==> config.mk <==
export PLATFORM = sky130hd
export DESIGN_NAME = exponential
export DESIGN_NICKNAME = d
export VERILOG_FILES = /design/src/rtl/exponential.sv
export SDC_FILE = /design/constraint.sdc
export NUM_CORES = 1
export LEC_CHECK = 0
export ABC_AREA = 1
export CORE_ASPECT_RATIO = 1.4
export CORE_MARGIN = 2
export CORE_UTILIZATION = 35
export CTS_BUF_LIST = sky130_fd_sc_hd__clkbuf_8 sky130_fd_sc_hd__clkbuf_16
export DETAILED_ROUTE_END_ITERATION = 16
export GPL_TIMING_DRIVEN = 0
export PLACE_DENSITY = 0.59
export SLEW_MARGIN = 15
export SYNTH_ARGS = -nofsm -noshare
export SYNTH_HDL_FRONTEND = slang
export SYNTH_SLANG_ARGS = --single-unit
==> constraint.sdc <==
create_clock -name clk -period 12.4 [get_ports clk]
set_clock_uncertainty 0.2 [all_clocks]
set_input_delay 2.48 -clock clk [delete_from_list [all_inputs] [get_ports clk]]
set_output_delay 2.48 -clock clk [all_outputs]
set_load 0.005 [all_outputs]
==> src/rtl/exponential.sv <==
// ---------------------------------------------------------------------------
// exponential -- sequential 2^y for an unsigned fraction y in [0, 1).
//
// The result is built by multiplying an accumulator (format 1.m, starting at
// 1.0) by C(i) = 2^(2^-i) for every set bit y(i), one bit per clock, MSB
// first. After the last bit an extra cycle converts the accumulator to the
// output format and publishes it on x together with done=1.
//
// Parameters
//   n  fractional bits of result x
//   m  fractional bits of accumulator and constant ROM (m >= n)
//   p  fractional bits of operand y
//
// Ports
//   clk    rising-edge clock
//   reset  synchronous, active-high; aborts any operation, clears x
//   start  level request; accepted only in READY, so a held level never
//          retriggers (start must be seen low first)
//   y      operand 0.y(1)..y(p), registered on the accepting edge
//   x      result x(0).x(1)..x(n) in [1, 2), held until the next completion
//   done   high when idle and x is valid
//
// Build option
//   EXPONENTIAL_ROUND_EN  when defined, x is acc rounded to nearest at bit n
//                         (2.0 saturates to all ones); otherwise truncated.
// ---------------------------------------------------------------------------
module exponential #(
   parameter int n = 8,
   parameter int m = 16,
   parameter int p = 16
) (
   input  logic       clk,
   input  logic       reset,
   input  logic       start,
   input  logic [1:p] y,
   output logic [0:n] x,
   output logic       done
);

   localparam int IW = $clog2(p + 1);

   localparam logic [1:0] WAIT_LOW = 2'd0;
   localparam logic [1:0] READY    = 2'd1;
   localparam logic [1:0] RUN      = 2'd2;

   localparam logic [m:0] ONE = {1'b1, {m{1'b0}}};

   // Constant ROM: entry k-1 holds 2^(2^-k) truncated to 1.m. The binary
   // expansion is extracted bit by bit so the width is not limited by an
   // integer conversion.
   function automatic logic [p*(m+1)-1:0] build_rom();
      logic [p*(m+1)-1:0] r;
      real e;
      real c;
      r = '0;
      for (int k = 1; k <= p; k++) begin
         e = 1.0;
         for (int j = 0; j < k; j++) e = e / 2.0;
         c = 2.0 ** e;
         for (int b = m; b >= 0; b--) begin
            if (c >= 1.0) begin
               r[(k-1)*(m+1) + b] = 1'b1;
               c = c - 1.0;
            end
            c = c * 2.0;
         end
      end
      return r;
   endfunction

   localparam logic [p*(m+1)-1:0] CROM = build_rom();

   // Full-width (m+1)x(m+1) product of two 1.m values, truncated back to 1.m.
   // Both factors are below 2 and the truncated partial products never reach
   // 2, so the top integer bit of the 2.2m product is always zero.
   function automatic logic [m:0] mul_trunc(input logic [m:0] a,
                                            input logic [m:0] c);
      logic [2*m+1:0] prod;
      prod = {{(m+1){1'b0}}, a} * {{(m+1){1'b0}}, c};
      return (m+1)'(prod >> m);
   endfunction

   // Accumulator (1.m) to output (1.n) conversion.
   function automatic logic [n:0] conv_out(input logic [m:0] a);
`ifdef EXPONENTIAL_ROUND_EN
      logic [n+2:0] s;
      // s = floor(a * 2^(n+1)) + 1, i.e. a + 2^-(n+1) in format 2.(n+1)
      s = (n+3)'({1'b0, a, 1'b0} >> (m - n)) + (n+3)'(1);
      if (s[n+2])
         return '1;
      else
         return (n+1)'(s >> 1);
`else
      return (n+1)'(a >> (m - n));
`endif
   endfunction

   logic [1:0]    state;
   logic [IW-1:0] i;
   logic          fin;
   logic [1:p]    y_r;
   logic [m:0]    acc;

   logic [IW-1:0] rom_idx;
   logic [m:0]    c_sel;
   logic [m:0]    acc_mul;

   always_comb begin
      rom_idx = i - IW'(1);
      c_sel   = CROM[rom_idx*(m+1) +: (m+1)];
      acc_mul = mul_trunc(acc, c_sel);
   end

   assign done = (state != RUN);

   always_ff @(posedge clk) begin
      if (reset) begin
         state <= WAIT_LOW;
         i     <= IW'(1);
         fin   <= 1'b0;
         acc   <= ONE;
         x     <= '0;
      end else begin
         case (state)
            WAIT_LOW: begin
               if (!start) state <= READY;
            end
            READY: begin
               if (start) begin
                  state <= RUN;
                  y_r   <= y;
                  acc   <= ONE;
                  i     <= IW'(1);
                  fin   <= 1'b0;
               end
            end
            RUN: begin
               // fin marks the extra conversion cycle after bit p
               if (fin) begin
                  x     <= conv_out(acc);
                  fin   <= 1'b0;
                  state <= WAIT_LOW;
               end else begin
                  if (y_r[i]) acc <= acc_mul;
                  if (i == IW'(p))
                     fin <= 1'b1;
                  else
                     i <= i + IW'(1);
               end
            end
            default: state <= WAIT_LOW;
         endcase
      end
   end

endmodule

; Yosys cells after proc, flatten, opt, wreduce, memory -nomap -nowiden
; Cells that the tools add are included.
[word_totals]
elab_cells = 51
ff_bits = 50
out_inout_bits = 10
[op_classes]
n_reduce_logical = 8
n_mul = 2
mux = 19
shifts = 1
order_cmp = 1
n_eq_ne = 10
n_bitwise = 2
addsub = 2
[op_table]
columns = op, n
row1 = "272-bit by 11-bit variable part select with 17-bit output, first input constant", 1
row2 = 17-bit 2-to-1 mux, 3
row3 = 17-bit case mux with 2 select lines, 1
row4 = 17-bit by 17-bit multiplier with 33-bit output, 1
row5 = 5-bit 2-to-1 mux, 3
row6 = "2-bit != test, second input constant", 7
row7 = "5-bit by 5-bit multiplier with 10-bit output, second input constant", 1
row8 = 5-bit case mux with 2 select lines, 1
row9 = 4-bit AND reduction, 2
row10 = "6-bit >= comparator, second input constant", 1
row11 = 2-bit 2-to-1 mux, 3
row12 = 5-bit inverter with 6-bit output, 1
row13 = 2-bit case mux with 3 select lines, 1
row14 = 3-bit AND reduction, 2
row15 = "5-bit by 1-bit adder with 5-bit output, second input constant", 1
row16 = 1-bit binary-select mux with 5-bit select, 1
row17 = "5-bit equality test, second input constant", 1
row18 = 1-bit 2-to-1 mux, 5
row19 = "5-bit by 1-bit subtractor with 5-bit output, second input constant", 1
row20 = 2-bit AND reduction, 2
row21 = "2-bit by 1-bit equality test with 1-bit output, second input constant", 1
row22 = "2-bit equality test, second input constant", 1
row23 = 2-bit logical NOT, 1
row24 = 1-bit case mux with 2 select lines, 1
row25 = other kinds (2), 2

; Logic depth before layout (Yosys ltp)
[logic_depth]
depth_word = 7
ltp_mapped = 39

; Worst setup path after synthesis
; No wires, ideal clock.
[synth_timing]
kind = reg-to-reg
startpoint = reg i[1]
endpoint = reg acc[16]
arrival_ns = 6.212
t_required_ns = 12.085
period_less_slack_ns = 6.527
path_stages_with_launch = 36
setup_ns = 0.115
path_slack_ns = 5.873
path_cell_list = dfxtp_1 buf_6 clkinv_4 ha_1 inv_1 nand2_1 nand2_1 buf_4 a21oi_1 nor3b_2 inv_2 buf_2 nor2_1 fa_1 inv_1 fa_1 fa_1 inv_1 fa_1 fa_1 inv_1 fa_1 inv_1 ha_1 nand2_1 inv_1 a21oi_1 nor2_1 nor2_1 nor3_1 nor2_1 nand2_1 nand2_1 nand3_1 nand2_1 nand2_1
[synth_between]
elab_chain_len = 7
[synth_rtl]
columns = item, line_no
row1 = from (decl), 99  ; logic [IW-1:0] i;
row2 = from (signal assigned), 148  ; i <= i + IW'(1);
row3 = 5-bit by 1-bit subtractor with 5-bit output, 109  ; rom_idx = i - IW'(1);
row4 = 5-bit by 5-bit multiplier with 10-bit output, 110  ; c_sel = CROM[rom_idx*(m+1) +: (m+1)];
row5 = 272-bit by 11-bit variable part select with 17-bit output, 110
row6 = 17-bit by 17-bit multiplier with 33-bit output, 79  ; prod = {{(m+1){1'b0}}, a} * {{(m+1){1'b0}}, c};
row7 = 17-bit 2-to-1 mux, 144  ; if (y_r[i]) acc <= acc_mul;
row8 = 17-bit 2-to-1 mux, 139  ; if (fin) begin
row9 = 17-bit case mux with 2 select lines, 124  ; case (state)
row10 = to (signal assigned), 144
row11 = to (decl), 102  ; logic [m:0] acc;
; Parallel ways exist; a longest one is shown, timed or not. The select of a mux whose other input is x is not followed.
; A chain may end at the register's enable or synchronous reset.

; Worst setup path after layout
[layout_timing]
startpoint = reg i[1]
endpoint = reg acc[7]
; The elaborated chain is that of the path after synthesis.

==> flow_metrics.py <==
metrics = {
    "power_and_ir_drop": {
        "powerDensity_mw_per_mm2": 79.5,
        "power.leakage_nw": 6.99,
        "seqPwrFrac": 0.175,
        "ir_drop_mv": 0.0847,
        "swShare": 0.555,
        "p_comb_frac": 0.683,
        "p_clk_frac": 0.143,
        "p_int_uw": 467,
        "p_sw_uw": 583,
        "fin_total_pwr_mw": 1.05,
    },
    "timing": {
        "tightest_slew_ns": 0.763,
        "rsz0062_at_grt": "no",
        "worst_slew_margin_rel": 0.491,
        "finalMaxSlewViolations": 0,
        "finalHoldViolCount": 0,
        "fin_crit_ns": 8.08,
        "timing.fmax_mhz": 124,
        "finalSetupTns_ns": 0,
        "fin_crit_sh": 0.651,
        "setup_viol": 0,
    },
    "clock_network": {
        "clkSinkCount": 50,
        "root_buffer": "clkbuf_16",
        "tritoncts": "built",
        "clk_latency_ns": 0.31,
        "post_cts_resized": 0,
        "clock_path_buffers": 2,
        "cts_made_buffers": 5,
        "htreeDepth": 2,
        "holdBufCountCts": 0,
        "cts_setup_buffers": 0,
        "clk_pin_slew_ns": 0.08,
    },
    "yosys": {
        "synth_seq_cells": 50,
        "syn_avg_cell_area_um2": 7.38,
        "synth.area.mux_share": 0.000820,
        "yosys-top-cells-area": "fa_1 34%, inv_1 13%, ha_1 13%",
        "synth.largest_area_cell": "fa_1",
        "synth_xor_area_frac": 0.00287,
        "synthDistinctLibCells": 46,
        "synthSimpleGateAreaFrac": 0.243,
        "synth_compound_area_frac": 0.0404,
        "synthFlopType": "dfxtp_1",
        "yosysSeqAreaShare": 0.0951,
        "syn_nets": 2001,
        "synthArstFlopShare": 0,
        "synth_top_family_by_area": "adder cells",
        "yosysMostFrequentCell": "inv_1",
        "synth_cells": 1654,
        "synth_edf_count": 16,
        "yosysTopAreaCellShare": 0.336,
        "synth_common_cells": "418 x inv_1, 397 x nand2_1, 205 x fa_1",
        "synthAdderAreaFrac": 0.462,
        "synth_area_mm2": 0.0122,
        "ys_warn_count": 0,
    },
    "global_route": {
        "grt_pass1_wl_um": 58800,
        "grt_pass1_vias": 10700,
        "grt_use_total": 0.215,
        "grt_max_degree": 19,
        "grt_overflow": 0,
        "antenna_found_initial": 0,
    },
    "drt": {
        "drt_iter0_markers": 640,
        "routed_via_density": 4.83,
        "remaining_drc_errors": 0,
        "via_count": 10300,
        "wl_per_cell_um": 17.8,
        "final_antenna_net_count": 0,
        "routed_wl_um": 38000,
        "dr.pass1.iters": 5,
    },
    "critical_path": {
        "critPathKind": "register to register",
        "slowest_delay_ns": 0.62,
        "cp_top_family": "adder cells",
        "cp.required_ns": 12.44,
        "r2r_setup_slack_ns": 4.32,
        "cp_num_buf_inv": 10,
        "crit_slowest_cell": "fa_1",
        "cp-start-kind": "register",
        "critPathArrivalTime_ns": 8.12,
        "path_max_fanout": 10,
        "end_kind": "register",
        "critPathMostFrequentCell": "fa_1",
    },
    "placed_design": {
        "portBuffers": 28,
        "dpl.cell_count": 2133,
        "dp_hpwl_um": 33000,
        "place.gp.congestion": 0.969,
    },
    "hold_path": {
        "hold_path.class": "register to register",
    },
    "floorplan": {
        "start_util": 0.357,
        "die_area_mm2": 0.0364,
        "rows": 80,
        "pin_count": 29,
        "fp.coreArea_mm2": 0.0342,
        "die-width_um": 162,
        "dieHeight_um": 225,
    },
    "flow_run": {
        "drv_cap": 0,
    },
    "cells_and_area": {
        "stdcell_count": 2141,
        "synthToLayoutAreaGrowth_pct": 8.20,
        "multi_input_area_mm2": 0.00916,
        "nets": 2036,
        "regArea_mm2": 0.00116,
        "drive_above_1_share": 0.0479,
        "antenna_cells": 0,
        "fillers": 3675,
    },
    "status": {
        "status": "finished clean",
    },
}
per-layer routing:
metal / wire length, um / up-vias / global-route usage
li1: - / 4909 / -
met1: 13500 / 5030 / 0.226
met2: 20100 / 306 / 0.404
met3: 1340 / 102 / 0.0164
met4: 3100 / 0 / 0.151
met5: 0 / - / 0
placed cells by master, fill, tap and decap left out, types with 10 or more instances in the layout:
cell type,count
inv_2,10
clkbuf_1,12
nand3_1,51
buf_2,11
ha_1,123
nor3_1,11
inv_1,418
nor2_4,12
dfxtp_1,34
clkdlybuf4s50_1,28
o21ai_0,20
nor2_1,189
fa_1,205
a21oi_1,56
edfxtp_1,16
nand4_1,11
nand2_1,397
state kept, by name, summed over array words and instances (netlist names):
signal,flops
fin,1
acc,17
x,9
y_r,16
i,5
state,2
worst paths after layout:
kind,startpoint,depth (start not counted),to
max,i[1],31,acc[7]
min,state[1],1,state[0]
max reg2reg,i[1],31,acc[7]
min reg2reg,state[1],1,state[0]
worst reg2reg max path: cells and delay by family, from the launching register on:
kind | cells | cell delay [ns]
flip-flops | 1 | 0.42
AND/OR/NAND/NOR | 10 | 2.03
buffers and inverters | 10 | 1.31
AO/OA/AOI/OAI | 3 | 0.43
adder cells (fa/ha/maj) | 8 | 3.62
through the flow:
stage / utilization / instance area, um^2 / hold slack, ns / setup slack, ns
after floorplan: - / 12200 / 0.198 / 5.87
after global placement: 0.381 / 13100 / 0.214 / 4.45
after detailed placement: 0.381 / 13100 / 0.220 / 4.35
after CTS: 0.386 / 13200 / 0.231 / 4.35
after global routing: 0.386 / 13200 / 0.248 / 3.86
final: 0.386 / 13200 / 0.235 / 4.32
layout make-up:
type | count | area share
buffer | 41 | 0.0175
clock buffer | 5 | 0.00947
clock inverter | 3 | 0.00218
inverter | 439 | 0.126
multi-input combinational | 1124 | 0.693
sequential | 50 | 0.0879
tap | 451 | 0.0427
timing repair buffer | 28 | 0.0212
cells by family (layout without fill, tap and decap cells):
logic type / Yosys count / in the layout
AO/OA/AOI/OAI: 90 / 90
XOR/XNOR: 4 / 4
adder cells (fa/ha/maj): 328 / 328
buffers and inverters: 480 / 516
flip-flops: 50 / 50
multiplexers: 1 / 1
AND/OR/NAND/NOR: 701 / 701
power groups by stage:
stage	Clock, mW	Sequential [mW]	Combinational (mW)
2_1_floorplan	0	0.185	0.451
3_3_place_gp	0	0.187	0.709
3_5_place_dp	0	0.187	0.714
4_1_cts	0.152	0.183	0.718
5_1_grt	0.158	0.184	0.781
6_report	0.150	0.183	0.717
Note: power is estimated with default switching activity, not from simulation.
